===== src/rtl/ecg_pkg.sv =====
// Shared types and sizing helpers for the ECG moving-window integrator.
package ecg_pkg;

  typedef enum logic [1:0] {
    StIdle,
    StSquare,
    StAccum,
    StOutput
  } state_e;

  function automatic int unsigned sample_max(input int unsigned width);
    return (32'd1 << (width - 1)) - 32'd1;
  endfunction

  // Enough headroom for window_len full-scale squared samples.
  function automatic int unsigned sum_width(input int unsigned width, input int unsigned len);
    return (width - 1) + $clog2(len);
  endfunction

endpackage


===== src/rtl/ecg_moving_window_integrator_axis_if.sv =====
// AXI-stream style sample bus (valid/ready/data) used on both sides of the integrator.
interface ecg_moving_window_integrator_axis_if #(
  parameter int unsigned Width = 16
) ();

  logic             tvalid;
  logic             tready;
  logic [Width-1:0] tdata;

  modport master (output tvalid, output tdata, input tready);
  modport slave  (input tvalid, input tdata, output tready);

endinterface


===== src/rtl/ecg_moving_window_integrator_axis_ring_buffer.sv =====
// Sliding-window sample store: returns the sample about to be evicted and writes the new one.
module mwi_ring_buffer #(
  parameter int unsigned Depth = 75,
  parameter int unsigned Width = 15
) (
  input  logic             clk,
  input  logic             rst_n,
  input  logic             i_wr_en,
  input  logic [Width-1:0] i_wr_data,
  output logic [Width-1:0] o_old_data,
  output logic             o_full
);

  localparam int unsigned PtrW = $clog2(Depth);
  localparam int unsigned CntW = $clog2(Depth + 1);

  logic [Width-1:0] r_mem [Depth];
  logic [PtrW-1:0]  r_wr_ptr;
  logic [CntW-1:0]  r_fill_cnt;

  assign o_full     = (r_fill_cnt == CntW'(Depth));
  // Until the window is full nothing is evicted.
  assign o_old_data = o_full ? r_mem[r_wr_ptr] : '0;

  always_ff @(posedge clk or negedge rst_n) begin
    if (!rst_n) begin
      r_wr_ptr   <= '0;
      r_fill_cnt <= '0;
    end else if (i_wr_en) begin
      r_wr_ptr <= (r_wr_ptr == PtrW'(Depth - 1)) ? '0 : r_wr_ptr + PtrW'(1);
      if (!o_full) begin
        r_fill_cnt <= r_fill_cnt + CntW'(1);
      end
    end
  end

  always_ff @(posedge clk) begin
    if (i_wr_en) begin
      r_mem[r_wr_ptr] <= i_wr_data;
    end
  end

endmodule


===== src/rtl/ecg_moving_window_integrator_axis.sv =====
// Squares each band-passed sample and emits the scaled sum over a sliding window.
module ecg_moving_window_integrator_axis
  import ecg_pkg::*;
#(
  parameter int unsigned InoutWidth = 16,
  parameter int unsigned WindowLen  = 75,
  parameter int unsigned SqShift    = 15,
  parameter int unsigned OutShift   = 6
) (
  input  logic                                     clk,
  input  logic                                     rst_n,
  ecg_moving_window_integrator_axis_if.slave       s_axis,
  ecg_moving_window_integrator_axis_if.master      m_axis,
  output logic                                     overrun
);

  localparam int unsigned SampleW = InoutWidth - 1;
  localparam int unsigned SumW    = sum_width(InoutWidth, WindowLen);
  localparam int unsigned SqW     = 2 * InoutWidth;
  localparam logic [SampleW-1:0] SatMax = SampleW'(sample_max(InoutWidth));

  state_e                r_state;
  logic [InoutWidth-1:0] r_x;
  logic [SampleW-1:0]    r_sq;
  logic [SumW-1:0]       r_sum;
  logic                  r_s_tready;
  logic                  r_m_tvalid;
  logic [InoutWidth-1:0] r_m_tdata;
  logic                  r_overrun;

  logic [InoutWidth-1:0] w_mag;
  logic [SqW-1:0]        w_square;
  logic [SqW-1:0]        w_sq_full;
  logic [SampleW-1:0]    w_sq_sat;
  logic [SumW-1:0]       w_sum_shift;
  logic [SampleW-1:0]    w_out_sample;
  logic [SampleW-1:0]    w_old;
  logic                  w_full;
  logic                  w_wr_en;

  // Unsigned magnitude: -2^(W-1) maps cleanly to 2^(W-1).
  assign w_mag       = r_x[InoutWidth-1] ? (~r_x + InoutWidth'(1)) : r_x;
  assign w_square    = SqW'(w_mag) * SqW'(w_mag);
  assign w_sq_full   = w_square >> SqShift;
  assign w_sum_shift = r_sum >> OutShift;

  always_comb begin
    w_sq_sat     = (w_sq_full > SqW'(SatMax)) ? SatMax : w_sq_full[SampleW-1:0];
    w_out_sample = (64'(w_sum_shift) > 64'(SatMax)) ? SatMax : w_sum_shift[SampleW-1:0];
  end

  assign w_wr_en = (r_state == StAccum);

  mwi_ring_buffer #(
    .Depth (WindowLen),
    .Width (SampleW)
  ) u_ring_buffer (
    .clk        (clk),
    .rst_n      (rst_n),
    .i_wr_en    (w_wr_en),
    .i_wr_data  (r_sq),
    .o_old_data (w_old),
    .o_full     (w_full)
  );

  always_ff @(posedge clk or negedge rst_n) begin
    if (!rst_n) begin
      r_state    <= StIdle;
      r_x        <= '0;
      r_sq       <= '0;
      r_sum      <= '0;
      r_s_tready <= 1'b1;
      r_m_tvalid <= 1'b0;
      r_m_tdata  <= '0;
      r_overrun  <= 1'b0;
    end else begin
      if (s_axis.tvalid && !r_s_tready) begin
        r_overrun <= 1'b1;
      end
      unique case (r_state)
        StIdle: begin
          if (s_axis.tvalid) begin
            r_x        <= s_axis.tdata;
            r_s_tready <= 1'b0;
            r_state    <= StSquare;
          end
        end
        StSquare: begin
          r_sq    <= w_sq_sat;
          r_state <= StAccum;
        end
        StAccum: begin
          r_sum   <= r_sum + SumW'(r_sq) - SumW'(w_old);
          r_state <= StOutput;
        end
        StOutput: begin
          // First cycle loads the output; it is then held until the handshake.
          if (!r_m_tvalid) begin
            r_m_tvalid <= 1'b1;
            r_m_tdata  <= {1'b0, w_out_sample};
          end else if (m_axis.tready) begin
            r_m_tvalid <= 1'b0;
            r_s_tready <= 1'b1;
            r_state    <= StIdle;
          end
        end
        default: r_state <= StIdle;
      endcase
    end
  end

  assign s_axis.tready = r_s_tready;
  assign m_axis.tvalid = r_m_tvalid;
  assign m_axis.tdata  = r_m_tdata;
  assign overrun       = r_overrun;

endmodule


===== src/flat_wrapper.sv =====
// flat-port wrapper written by rule: the top's interface ports become plain ports
module ecg_moving_window_integrator_axis_flat import ecg_pkg::*;
#(
  parameter int unsigned InoutWidth = 16,
  parameter int unsigned WindowLen  = 75,
  parameter int unsigned SqShift    = 15,
  parameter int unsigned OutShift   = 6
)
  (clk, rst_n, overrun, s_axis_tvalid, s_axis_tdata, s_axis_tready, m_axis_tvalid, m_axis_tdata, m_axis_tready);
  ecg_moving_window_integrator_axis_if #(.Width((16))) s_axis_i ();
  ecg_moving_window_integrator_axis_if #(.Width((16))) m_axis_i ();
  input  logic clk;
  input  logic rst_n;
  output logic overrun;
  input wire logic [$bits(s_axis_i.tvalid)-1:0] s_axis_tvalid;
  input wire logic [$bits(s_axis_i.tdata)-1:0] s_axis_tdata;
  output wire logic [$bits(s_axis_i.tready)-1:0] s_axis_tready;
  output wire logic [$bits(m_axis_i.tvalid)-1:0] m_axis_tvalid;
  output wire logic [$bits(m_axis_i.tdata)-1:0] m_axis_tdata;
  input wire logic [$bits(m_axis_i.tready)-1:0] m_axis_tready;
  assign s_axis_i.tvalid = s_axis_tvalid;
  assign s_axis_i.tdata = s_axis_tdata;
  assign s_axis_tready = s_axis_i.tready;
  assign m_axis_tvalid = m_axis_i.tvalid;
  assign m_axis_tdata = m_axis_i.tdata;
  assign m_axis_i.tready = m_axis_tready;
  ecg_moving_window_integrator_axis #(.InoutWidth(InoutWidth), .WindowLen(WindowLen), .SqShift(SqShift), .OutShift(OutShift)) u_core (.clk(clk), .rst_n(rst_n), .s_axis(s_axis_i), .m_axis(m_axis_i), .overrun(overrun));
endmodule

===== config.mk =====
export PLATFORM = sky130hd
export DESIGN_NAME = ecg_moving_window_integrator_axis_flat
export DESIGN_NICKNAME = d
export VERILOG_FILES = /design/src/rtl/ecg_pkg.sv /design/src/rtl/ecg_moving_window_integrator_axis_if.sv /design/src/rtl/ecg_moving_window_integrator_axis_ring_buffer.sv /design/src/rtl/ecg_moving_window_integrator_axis.sv /design/src/flat_wrapper.sv
export SDC_FILE = /design/constraint.sdc
export NUM_CORES = 2
export LEC_CHECK = 0
export ABC_CLOCK_PERIOD_IN_PS = 11500
export BUFFER_PORTS_ARGS = -buffer_cell sky130_fd_sc_hd__buf_2
export CAP_MARGIN = 15
export CORE_ASPECT_RATIO = 2
export CORE_MARGIN = 1
export CORE_UTILIZATION = 45
export CTS_BUF_LIST = sky130_fd_sc_hd__clkbuf_4 sky130_fd_sc_hd__clkbuf_8
export CTS_CLUSTER_SIZE = 40
export DETAILED_ROUTE_END_ITERATION = 16
export GPL_ROUTABILITY_DRIVEN = 1
export HOLD_SLACK_MARGIN = 0.06
export SYNTH_ARGS = -nofsm -noshare
export SYNTH_HDL_FRONTEND = slang
export SYNTH_HIERARCHICAL = 1
export SYNTH_SLANG_ARGS = --single-unit

===== constraint.sdc =====
create_clock -name clk -period 11.5 [get_ports clk]
set_input_delay 1.725 -clock clk [delete_from_list [all_inputs] [get_ports clk]]
set_output_delay 1.725 -clock clk [all_outputs]
set_load 0.005 [all_outputs]

; ---- Yosys cells after proc, flatten, opt, wreduce, memory -nomap -nowiden
; Memory sizes are Yosys's and may differ from the RTL's.
; Cells that the tools add are included.
[word_totals]
n_memories = 1
output_inout_bits = 19
reg_bits = 87
word_cells = 56
mem_bits_rw = 1125
in_bits = 20
[classes]
n_eq_ne = 8
bitwise_logic = 3
n_addsub = 5
muxes = 17
multipliers = 1
reduce_logical = 9
magnitude_cmp = 2
[mem_list]
columns = name, depth, width, read_ports, rd_clocked_by_memory_dff, write_ports, line_no
row1 = u_core.u_ring_buffer.r_mem, 75, 15, 1, 0, 1, ecg_moving_window_integrator_axis_ring_buffer.sv:17  ; logic [Width-1:0] r_mem [Depth];
[op_table]
columns = op, count
row1 = $mux 15, 3
row2 = $mul 16x16->32, 1
row3 = $add 22x15->22, 1
row4 = $sub 22x15->22, 1
row5 = $gt 17x15->1 const B, 1
row6 = $add 16x1->16 const B, 1
row7 = $gt 16x15->1 const B, 1
row8 = $mux 16, 1
row9 = $not 16->16, 1
row10 = $add 7x1->7 const B, 2
row11 = $eq 7x7->1 const B, 2
row12 = $pmux 2 s4, 1
row13 = $mux 1, 7
row14 = $mux 7, 1
row15 = $mux 2, 3
row16 = $reduce_and 2->1, 3
row17 = $eq 2x2->1 const B, 2
row18 = $ne 2x2->1 const B, 2
row19 = $reduce_and 4->1, 1
row20 = $reduce_and 3->1, 1
row21 = $eq 2x1->1 const B, 1
row22 = $logic_not 2->1, 1
row23 = $ne 2x1->1 const B, 1
row24 = $not 1->1, 2
row25 = other kinds (4), 4

; ---- Depth between registers and ports, before layout
[logic_depth]
ltp_word = 6
ltp_mapped = 33
ltp_nobuf = 29

; ---- Hierarchy
; The synthesis kept the hierarchy.
[modules_own_cells]
columns = mod, instances, area_per_inst_um2, cells_per_inst, seq_area_each_um2
row1 = mwi_ring_buffer, 1, 44231.2, 2307, 34132.7
row2 = ecg_moving_window_integrator_axis, 1, 11559.8, 1255, 1828.0

; ---- Worst setup path before layout
; OpenSTA, ideal clock, no wires.
[synth_path]
path_kind = register to register
from = register u_core.r_x[0]
to = register u_core.r_sq[14]
arrival_ns = 7.786
slack_ns = 3.588
synth_period_minus_slack_ns = 7.912
stages_incl_launch_ff = 30
setup_time_ns = 0.126
required_time_ns = 11.374
path_buffers = 3
cell_sequence = dfrtp_1 > buf_2 > inv_1 > clkbuf_1 > ha_1 > or3b_1 > buf_2 > o41ai_1 > xor2_1 > inv_2 > nand2_1 > inv_1 > fa_1 > inv_1 > fa_1 > inv_1 > fa_1 > fa_1 > fa_1 > inv_1 > fa_1 > inv_1 > ha_1 > and4_1 > nand3_1 > o211a_1 > or3_4 > a21oi_2 > o211ai_1 > o32a_1
[synth_between]
elab_chain_len = 6
[synth_rtl]
columns = element, line_no
row1 = start: declaration, ecg_moving_window_integrator_axis.sv:23  ; logic [InoutWidth-1:0] r_x;
row2 = start signal: assignment, ecg_moving_window_integrator_axis.sv:83  ; r_x <= s_axis.tdata;
row3 = $not 16->16, ecg_moving_window_integrator_axis.sv:42  ; assign w_mag = r_x[InoutWidth-1] ? (~r_x + InoutWidth'(1)) : r_x;
row4 = $add 16x1->16, ecg_moving_window_integrator_axis.sv:42
row5 = $mux 16 (*), ecg_moving_window_integrator_axis.sv:42
row6 = $mul 16x16->32 (*), ecg_moving_window_integrator_axis.sv:43  ; assign w_square = SqW'(w_mag) * SqW'(w_mag);
row7 = $gt 17x15->1, ecg_moving_window_integrator_axis.sv:48  ; w_sq_sat = (w_sq_full > SqW'(SatMax)) ? SatMax : w_sq_full[SampleW-1:0];
row8 = $mux 15 (*), ecg_moving_window_integrator_axis.sv:48
row9 = end signal: assignment, ecg_moving_window_integrator_axis.sv:89  ; r_sq <= w_sq_sat;
row10 = end: declaration, ecg_moving_window_integrator_axis.sv:24  ; logic [SampleW-1:0] r_sq;
; Every way passes the cells marked *; elsewhere a longest branch is shown, timed or not.
; A chain may end at the register's enable or synchronous reset.

; ---- Worst setup path in the final report
; Same ends and word-level chain as after synthesis.

==> impl_metrics.csv <==
group,metric,value,unit
worst_setup_path,cp_max_fo,13,
sta,timing_worst_slew_pin_value,1390,ps
min_path,worstHoldStart,"u_core/u_ring_buffer/r_fill_cnt[6]",
synth,synthCells,3562,
worst_setup_path,critical-path-slowest-cell,"sky130_fd_sc_hd__xor2_1",
routing,route.detailed.vias_per_inst,5.96,
sta,hold_viol_final,0,
routing,vias,32500,
placed_design,place_hpwl,106,mm
run,max_cap_violations,0,
floorplan,start_util,45.4,%
sta,maxSlewViolCount,0,
global_route,use_met3,3.38,%
synth,synth_top_cell_by_area,"sky130_fd_sc_hd__edfxtp_1",
synth,synth_seq_cells,1212,
routing,drtPass1Iterations,6,
routing,drc,0,
placed_design,gp_routability_congestion,0.959,
sta,final_period_minus_worst_setup_slack,8890,ps
clocking,post_cts_hold_buffer_count,0,
placed_design,number_of_placed_instances_taps_included,5142,
global_route,met1_routing_resource_usage_after_global_routing,26.6,%
clocking,ctsRootBufferMaster,"sky130_fd_sc_hd__clkbuf_8",
finish,register_area,0.0360,mm^2
run_status,status,"completed",
routing,routed_wl,160,mm
finish,layout-area-overhead-vs-synth,10.6,%
sta,fin_tns_setup,0,ps
clocking,ctsResizeCount,0,
synth,synth.yosys.seq_area_share,64.5,%
placed_design,input_output_buffers,37,
synth,yosysUniqueCellTypes,96,
synth,netlist_area,0.0558,mm^2
worst_setup_path,crit_arrival,9600,ps
worst_setup_path,worst_setup_path_end_kind,"flip-flop",
worst_setup_path,critical_path.reg2reg.startpoint,"u_core/r_x[0]",
global_route,grt-ovfl-total,0,
clocking,cts_tree,"done",
floorplan,die_area,0.125,mm^2
floorplan,area_of_the_placeable_core,0.123,mm^2
clocking,clock_path_buffers,3,
finish,post_route_cells_drive_above_1_share,19.0,%
clocking,post_cts.repair.setup_buffers,0,
clocking,cts_max_level,4,
sta,report.final.setup_viol,0,
min_path,timing.hold.worst.class,"reg -> reg",
sta,f_max,112,MHz
synth,ys_warn_count,6,
global_route,grt_most_used_layer,"met2",
routing,drt_first_iter_violations,2894,
finish,final-instance-count-excl-fill,5453,
synth,async_set_or_reset_flop_fraction_in_the_synthesized_netlist,7.18,%
floorplan,rows,182,
floorplan,num_io_pins,39,
floorplan,die_width,251,um
finish,nNetsFinal,4075,
worst_setup_path,worst_ep_required_time,12210,ps
worst_setup_path,start_kind,"flip-flop",
finish,fill_cell_instance_count_of_the_final_layout,10300,
global_route,grt_pass1_vias,33700,
floorplan,die_y,500,um
clocking,clock_latency,850,ps
sta,final.period_utilization,77.3,%
global_route,grt_use_met2,48.0,%
sta,max-slew-margin-rel,7.55,%
synth,cells_taking_the_most_area_after_synthesis,"sky130_fd_sc_hd__edfxtp_1, sky130_fd_sc_hd__fa_1, sky130_fd_sc_hd__mux4_2, sky130_fd_sc_hd__dfrtp_1, sky130_fd_sc_hd__ha_1",
sta,clock_skew,40.9,ps
synth,synth_top_flop_cell,"sky130_fd_sc_hd__edfxtp_1",
global_route,grt_first_pass_wirelength,230,mm
synth,yosys.area.top_type_share,60.6,%
routing,wire_per_inst,29.4,um
worst_setup_path,reg2reg_slack,2610,ps
clocking,clock-sinks,1212,
global_route,antenna_violations_before_repair,4,
worst_setup_path,timing.setup.critical_path_class,"reg -> reg",
sta,grt_setup_unrepaired,"false",
global_route,pin_count_of_the_biggest_net_entering_global_routing,85,
synth,number_of_synthesized_flops_with_an_enable_pin,1125,
finish,multi_input_comb_area,0.0178,mm^2
routing,antenna_violating_nets_post_route,0,
worst_setup_path,cp-startpoint,"u_core/r_x[0]",
global_route,track_usage,25.8,%
clocking,total_clock_buffers_created_by_cts,167,
worst_setup_path,worst_path_largest_cell_delay,820,ps
clocking,clock_transition_time_at_the_flip_flop_clock_pins_of_the_worst_setup_and_hold_paths,80,ps
synth,synth_area_per_cell,15.7,um^2
## cell families (layout without fill, tap and decap cells)
family | after synthesis | count (layout) | synth area share (%)
compound gates | 602 | 602 | 8.09
xor+xnor | 59 | 59 | 0.940
fa+ha+maj | 306 | 306 | 9.27
buf+inv | 508 | 823 | 3.89
flops | 1212 | 1212 | 64.5
mux | 326 | 326 | 8.97
other cells | 2 | 14 | 0.0135
simple gates | 547 | 547 | 4.38
## state kept, by name, summed over array words and instances (netlist names)
name / cells
u_core/u_ring_buffer/r_mem: 1125
u_core/r_sum: 22
u_core/r_x: 16
u_core/m_axis.tdata: 15
u_core/r_sq: 15
u_core/u_ring_buffer/r_fill_cnt: 7
u_core/u_ring_buffer/r_wr_ptr: 7
u_core/r_state: 2
u_core/m_axis.tvalid: 1
u_core/overrun: 1
u_core/s_axis.tready: 1
## per-layer routing
metal,up-vias,share of wire (%)
met4,0,7.4
met5,-,0
met1,16900,33
met2,1334,54
li1,13900,-
met3,375,5.2
## metrics by stage
| step | util [%] | cell area, um^2 | setup slack [ps] | hold WS (ps) |
|---|---|---|---|---|
| final | 50.2 | 61700 | 2610 | 473 |
| after global routing | 50.2 | 61700 | 2070 | 484 |
| after global placement | 47.4 | 58300 | 2720 | 450 |
| after floorplan | - | 55800 | 3590 | 434 |
| after CTS | 50.1 | 61700 | 2650 | 467 |
| after detailed placement | 47.4 | 58300 | 2660 | 450 |
## cells in the mapped netlist (73+ instances only)
master                        n
sky130_fd_sc_hd__dfrtp_1     86
sky130_fd_sc_hd__ha_1       127
sky130_fd_sc_hd__nor2_1     220
sky130_fd_sc_hd__a221oi_1   101
sky130_fd_sc_hd__fa_1       179
sky130_fd_sc_hd__edfxtp_1  1125
sky130_fd_sc_hd__nand2_1    177
sky130_fd_sc_hd__mux2i_1    122
sky130_fd_sc_hd__clkbuf_1    73
sky130_fd_sc_hd__a22oi_1     77
sky130_fd_sc_hd__inv_1      317
sky130_fd_sc_hd__a21oi_1     75
sky130_fd_sc_hd__mux4_2     132
## area by class of cell
class                   instances  share of cell area, %
flip-flops and latches       1212                   58.4
well taps                    1564                   3.17
inverters                     325                   1.98
clock buffers                 228                   4.56
diodes                          2                0.00811
multi-input cells            1852                   28.8
repair buffers                191                   2.22
clock inverters                79                  0.939
## cells in the final DEF, fill, tap and decap left out, drive strengths merged, types with 9 or more instances in the layout
master	Yosys	routed
o21a	9	9
o21ai	73	73
nand3	39	39
and2	10	10
edfxtp	1125	1125
nand2	177	177
conb	2	12
o22ai	28	28
nand4	11	11
ha	127	127
a22oi	77	77
nor2	222	222
mux4	132	132
o211ai	18	18
mux2i	122	122
nor3	11	11
a221o	17	17
dfrtp	86	86
clkinv	5	63
fa	179	179
o31ai	9	9
nand2b	18	18
buf	110	190
xnor2	38	38
a21boi	9	9
o22a	12	12
o221ai	25	25
nor2b	18	18
xor2	21	21
a221oi	101	101
clkbuf	73	229
inv	320	328
mux2	72	72
a21oi	86	86
a211oi	13	13
a31oi	16	16
a21o	21	21
a22o	11	11
## critical path, delay by kind of cell, from the launching register on
family                   cells  cell delay, ps
AO/OA/AOI/OAI                7            1970
XOR/XNOR                     1             820
adder cells (fa/ha/maj)      8            3650
buffers and inverters        7             930
flip-flops                   1             500
AND/OR/NAND/NOR              4             870
## final timing paths
path                                                      end  cells past startpoint
setup / recovery                              u_core/r_sq[14]                     27
hold / removal             u_core/u_ring_buffer/r_fill_cnt[6]                      1
setup reg to reg                              u_core/r_sq[14]                     27
hold reg to reg            u_core/u_ring_buffer/r_fill_cnt[6]                      1
max in group asynchronous                     u_core/r_sum[6]                      2
min in group asynchronous    u_core/u_ring_buffer/r_wr_ptr[1]                      1
Power is left out: the tool's default activity adds up to more than one toggle a clock period on the data nets, which glitch-free logic cannot reach.
